### src/rtl/memory_bank_arbiter.sv
// memory_bank_arbiter
// Shares a register-based bank of DEPTH 32-bit words between NUM_REQ
// requesters. After reset the bank is zero-filled one word per cycle (INIT),
// then one access per cycle is granted in round-robin order (SERVE).
// Writes drive the per-word enables and shared write data combinationally in
// the grant cycle; reads return registered data one cycle after the grant.
// Optional feature: define MEM_ARB_ADDR_ERR_EN to add the addr_err output,
// which flags granted accesses whose address is beyond the bank.
module memory_bank_arbiter #(
  parameter int NUM_REQ = 2,
  parameter int DEPTH   = 8,
  parameter int AW      = $clog2(DEPTH)
) (
  input  logic                  clk,
  input  logic                  reset,
  input  logic [NUM_REQ-1:0]    req_valid,
  input  logic [NUM_REQ-1:0]    req_we,
  input  logic [NUM_REQ*AW-1:0] req_addr,
  input  logic [NUM_REQ*32-1:0] req_wdata,
  output logic [NUM_REQ-1:0]    req_ready,
  output logic [NUM_REQ-1:0]    rsp_valid,
  output logic [31:0]           rsp_rdata,
  output logic [DEPTH-1:0]      word_en,
  output logic [31:0]           word_d,
  input  logic [DEPTH*32-1:0]   word_q,
  output logic                  init_done
`ifdef MEM_ARB_ADDR_ERR_EN
  ,output logic                 addr_err
`endif
);

  localparam int PW = $clog2(NUM_REQ);

  typedef enum logic {
    ST_INIT,
    ST_SERVE
  } state_e;

  state_e               state_q, state_d;
  logic [AW-1:0]        init_cnt_q, init_cnt_d;
  logic                 init_done_q, init_done_d;
  logic [PW-1:0]        rr_ptr_q, rr_ptr_d;
  logic [NUM_REQ-1:0]   rsp_valid_q, rsp_valid_d;
  logic [31:0]          rsp_rdata_q, rsp_rdata_d;
`ifdef MEM_ARB_ADDR_ERR_EN
  logic                 addr_err_q, addr_err_d;
`endif

  // Winner of the current arbitration round and its request fields
  logic                 gnt_vld;
  logic [PW-1:0]        gnt_idx;
  logic                 gnt_we;
  logic [AW-1:0]        gnt_addr;
  logic [31:0]          gnt_wdata;
  logic                 gnt_in_range;

  // Address decodes for the winner and for the fill counter
  logic [DEPTH-1:0]     addr_hit;
  logic [DEPTH-1:0]     init_hit;
  logic [31:0]          rd_word;

  // Round-robin search over req_valid starting at rr_ptr_q; first valid wins
  always_comb begin : arb
    int            idx;
    logic [PW-1:0] cand;
    // NOTE: every variable gets a default before any conditional assignment,
    // so no path through the block leaves a value held and no latch is built.
    gnt_vld = 1'b0;
    gnt_idx = '0;
    idx     = 0;
    cand    = '0;
    for (int off = 0; off < NUM_REQ; off++) begin
      idx = int'(rr_ptr_q) + off;
      if (idx >= NUM_REQ) idx = idx - NUM_REQ;
      cand = PW'(idx);
      if (!gnt_vld && req_valid[cand]) begin
        gnt_vld = 1'b1;
        gnt_idx = cand;
      end
    end
  end

  // Select the winning requester's command and check its address range
  always_comb begin
    gnt_we       = req_we[gnt_idx];
    gnt_addr     = req_addr[int'(gnt_idx)*AW +: AW];
    gnt_wdata    = req_wdata[int'(gnt_idx)*32 +: 32];
    gnt_in_range = ({1'b0, gnt_addr} < (AW+1)'(DEPTH));
  end

  // One-hot decodes and read mux; out-of-range addresses match no word
  always_comb begin
    addr_hit = '0;
    init_hit = '0;
    rd_word  = '0;
    for (int k = 0; k < DEPTH; k++) begin
      addr_hit[k] = (int'(gnt_addr) == k);
      init_hit[k] = (int'(init_cnt_q) == k);
      if (int'(gnt_addr) == k) rd_word = word_q[k*32 +: 32];
    end
  end

  // Next-state and output logic for the INIT/SERVE sequencer
  always_comb begin
    state_d     = state_q;
    init_cnt_d  = init_cnt_q;
    init_done_d = init_done_q;
    rr_ptr_d    = rr_ptr_q;
    rsp_valid_d = '0;
    rsp_rdata_d = rsp_rdata_q;
    req_ready   = '0;
    word_en     = '0;
    word_d      = '0;
`ifdef MEM_ARB_ADDR_ERR_EN
    addr_err_d  = 1'b0;
`endif

    case (state_q)
      ST_INIT: begin
        // Zero one word per cycle; requesters are held off until done
        word_en = init_hit;
        if (int'(init_cnt_q) == DEPTH - 1) begin
          state_d     = ST_SERVE;
          init_done_d = 1'b1;
          init_cnt_d  = '0;
        end else begin
          init_cnt_d  = init_cnt_q + 1'b1;
        end
      end

      ST_SERVE: begin
        if (gnt_vld) begin
          req_ready[gnt_idx] = 1'b1;
          rr_ptr_d = (int'(gnt_idx) == NUM_REQ - 1) ? '0 : gnt_idx + 1'b1;
          if (gnt_we) begin
            // Out-of-range writes are granted but touch no word
            word_en = gnt_in_range ? addr_hit : '0;
            word_d  = gnt_wdata;
          end else begin
            rsp_valid_d[gnt_idx] = 1'b1;
            rsp_rdata_d          = gnt_in_range ? rd_word : 32'h0;
          end
`ifdef MEM_ARB_ADDR_ERR_EN
          addr_err_d = ~gnt_in_range;
`endif
        end
      end

      default: state_d = ST_INIT;
    endcase

    // Nothing reaches the requesters or the word array while reset is high
    if (reset) begin
      req_ready = '0;
      word_en   = '0;
      word_d    = '0;
    end
  end

  // State registers with synchronous active-high reset
  always_ff @(posedge clk) begin
    // NOTE: sequential state uses non-blocking assignments so every register
    // samples pre-edge values regardless of statement order.
    if (reset) begin
      state_q     <= ST_INIT;
      init_cnt_q  <= '0;
      init_done_q <= 1'b0;
      rr_ptr_q    <= '0;
      rsp_valid_q <= '0;
      rsp_rdata_q <= '0;
`ifdef MEM_ARB_ADDR_ERR_EN
      addr_err_q  <= 1'b0;
`endif
    end else begin
      state_q     <= state_d;
      init_cnt_q  <= init_cnt_d;
      init_done_q <= init_done_d;
      rr_ptr_q    <= rr_ptr_d;
      rsp_valid_q <= rsp_valid_d;
      rsp_rdata_q <= rsp_rdata_d;
`ifdef MEM_ARB_ADDR_ERR_EN
      addr_err_q  <= addr_err_d;
`endif
    end
  end

  // A response pending when reset arrives is dropped immediately
  assign rsp_valid = rsp_valid_q & {NUM_REQ{~reset}};
  assign rsp_rdata = rsp_rdata_q;
  assign init_done = init_done_q;
`ifdef MEM_ARB_ADDR_ERR_EN
  assign addr_err  = addr_err_q;
`endif

endmodule
### config.mk
export PLATFORM = sky130hd
export DESIGN_NAME = memory_bank_arbiter
export DESIGN_NICKNAME = d
export VERILOG_FILES = /design/src/rtl/memory_bank_arbiter.sv
export SDC_FILE = /design/constraint.sdc
export NUM_CORES = 1
export LEC_CHECK = 0
export BUFFER_PORTS_ARGS = -buffer_cell sky130_fd_sc_hd__buf_4
export CAP_MARGIN = 5
export CELL_PAD_IN_SITES_DETAIL_PLACEMENT = 1
export CELL_PAD_IN_SITES_GLOBAL_PLACEMENT = 1
export CORE_AREA = 3 3 157 159
export CTS_BUF_LIST = sky130_fd_sc_hd__clkbuf_16
export CTS_CLUSTER_SIZE = 14
export DETAILED_ROUTE_END_ITERATION = 12
export DIE_AREA = 0 0 160 162
export PLACE_DENSITY = 0.72
export SYNTH_ARGS = -nofsm -noshare
export SYNTH_HDL_FRONTEND = slang
export SYNTH_SLANG_ARGS = --single-unit
export TNS_END_PERCENT = 1
### constraint.sdc
create_clock -name clk -period 3.24 [get_ports clk]
set_clock_uncertainty 0.15 [all_clocks]
set_input_delay 0.648 -clock clk [delete_from_list [all_inputs] [get_ports clk]]
set_output_delay 0.648 -clock clk [all_outputs]
set_load 0.005 [all_outputs]
==> results.ini <==
[pwr]
sw_frac_of_total_pct=33.66
p_comb_share_pct=43.6
clkPwrFrac_pct=28.6
p_switching_mw=0.6083
p_seq_share_pct=27.8
internal_power_mw=1.199
power.density_mw_per_mm2=226.2
irDropWorstVdd_mv=0.1804
p_total_mw=1.807
power.leakage_nw=3.708

[routing]
routedWlPerCell_um=20.92
drt-initial-drc-count=384
drc=0
drtAntennaViolNets=0
vias=6495
drtPass1Iterations=5
avgViaCountPerCell=4.869
drt_wl_total_um=27910

[logic_synthesis]
yosys.area_share.simple_pct=25.71
async_flop_share_pct=0
yosys_most_used_dff=dfxtp_1
syn_inst=626
synthAdderAreaFrac_pct=1.743
syn_area_mm2=0.004307
synth_cell_type_count=45
synth_compound_area_share_pct=37.45
syn-num-nets=964
ys_ff_latch=40
synth_xor_area_share_pct=0.4067
avgSynthCellArea_um2=6.880
synth-edff-count=0
yosysWarnings=0
seq_area_frac_synth_pct=18.59
synthMuxAreaShare_pct=7.438
synth_top_family_by_area=compound AO/OA/AOI/OAI gates

[global_routing]
use_met3_pct=4.795
grt_overflow=0
antenna_found_initial=0
grt_max_degree=33
grt_usage_pct=20.04
gr-usage-met1_pct=24.22
grt_pass1_wl_um=40740
grt_pass1_vias=6737
grt-busiest-layer=met2
met2_usage_pct=36.71

[worst_setup_path]
critPathMostFrequentCell=buf_4
critical_path_required_ps=2440
critical_path.slowest_cell=or2_2
max_stage_delay_ps=350
startpoint_type=input port
endpoint_kind=output port
crit_chain=buf_4 > nand2b_1 > and3_1 > or2_2 > nor3b_2 > a22oi_1 > nor2_1 > buf_4
worstPathArrival_ps=2130
crit_type=input port to output port
rr_worst_depth=7
cp_max_fo=8

[timing]
tightestPinTransition_ps=1058
whs_ps=330.4
rsz0062_at_grt=no
setup_ws_ps=308.6
relSlewSlack_pct=29.22
fmax_mhz=341.1
fin_crit_ps=2931
slew_violations=0
hold_viol=0
finalSetupViolations=0
fin_crit_sh_pct=90.47
setup_tns_ps=0

[clock_network]
cts_setup_buffers=0
clock_latency_ps=290
clock_sinks=40
cts_max_level=2
root_buffer=clkbuf_16
cts_buffer_depth=2
clk_pin_slew_ps=60
cts_hold_buf=0
cts_resized=0
tritoncts=yes
cts_made_buffers=5

[placement]
globalplace.congestion=0.8027
io_buffers=408
hpwl_um=22390
post-place-ws_ps=227.3

[job]
drv_cap=0

[cells_and_area]
final_common_cell=buf_4
n_antenna_cell=0
final_cell_mix=buf_4, nand2_1, nor2_1, a21oi_1, dfxtp_1
n_fill_cell=2977
nNetsFinal=1352
drive_above_1_share_pct=46.11
syn2layout_area_growth_pct=85.50

[die]
core-area_mm2=0.02340
fp-row-count=56
die_y_um=162
initial_core_util_pct=18.40
ios=409
die_area_mm2=0.02592
die_w_um=160

[outcome]
status=finished clean

[min_path]
hold_depth=2
hp-class=flop to flop

[cell usage after synthesis, drive strengths merged (6+ instances only)]
master  number  area share (%)
a211oi      32             5.6
a21oi       41             4.8
a221o       33             7.7
a22oi       36             6.3
buf         40             6.2
clkbuf      20             1.7
dfxtp       40              19
ha           6             1.7
inv          8            0.70
mux2i       32             7.4
nand2      104             9.1
nor2        90             8.0
nor3        38             4.6
o211ai      32             5.6
o21ai       35             4.2
[final cells by class]
class | count | area [um^2] | area share (%)
Multi-Input combinational cell | 518 | 3209 | 40.17
Inverter | 8 | 30.03 | 0.3759
Clock inverter | 3 | 13.76 | 0.1723
Timing Repair Buffer | 441 | 3411 | 42.69
Sequential cell | 40 | 800.8 | 10.02
Tap cell | 319 | 399.1 | 4.996
Clock buffer | 5 | 125.1 | 1.566
[cell families after synthesis]
kind of cell / after synthesis
AND/OR/NAND/NOR: 258
AO/OA/AOI/OAI: 220
buffers and inverters: 68
flip-flops: 40
multiplexers: 32
adder cells (fa/ha/maj): 6
XOR/XNOR: 2
[worst paths after layout]
check / endpoint / start / slack, ps
worst max register to register: rsp_rdata[5] / rr_ptr_q / 740
worst max-delay path: word_en[6] / req_valid[0] / 310
worst min-delay path: init_done / init_done / 330
worst min register to register: init_done / init_done / 330
[flip-flops by register name (all words and copies together) (netlist names)]
register,count
rsp_valid_q,2
state_q,1
init_done,1
rsp_rdata,32
rr_ptr_q,1
init_cnt_q,3
[power groups by stage]
stage,clock [mW],combinational (mW),sequential (mW)
after floorplan,0,0.317,0.511
after global placement,0,0.786,0.512
after detailed placement,0,0.793,0.513
after CTS,0.536,0.796,0.502
after global routing,0.555,0.861,0.502
final,0.517,0.788,0.502
[through the flow]
step           cells  utilization (%)  instance area (um^2)
2_1_floorplan    626                -                  4307
3_3_place_gp    1326            33.54                  7850
3_5_place_dp    1326            33.54                  7850
4_1_cts         1334            34.14                  7989
5_1_grt         1334            34.14                  7989
6_report        1334            34.14                  7989
[critical path, delay by kind of cell]
kind,cells,cell delay [ps]
buffers and inverters,2,230
AO/OA/AOI/OAI,1,110
AND/OR/NAND/NOR,5,1150
[metal layers]
metal	vias to the layer above	wire length [um]
met2	273	14200
met4	0	350
li1	3092	-
met5	-	0
met3	25	1987
met1	3105	11380
No activity file was read; power rests on OpenSTA's default activity.
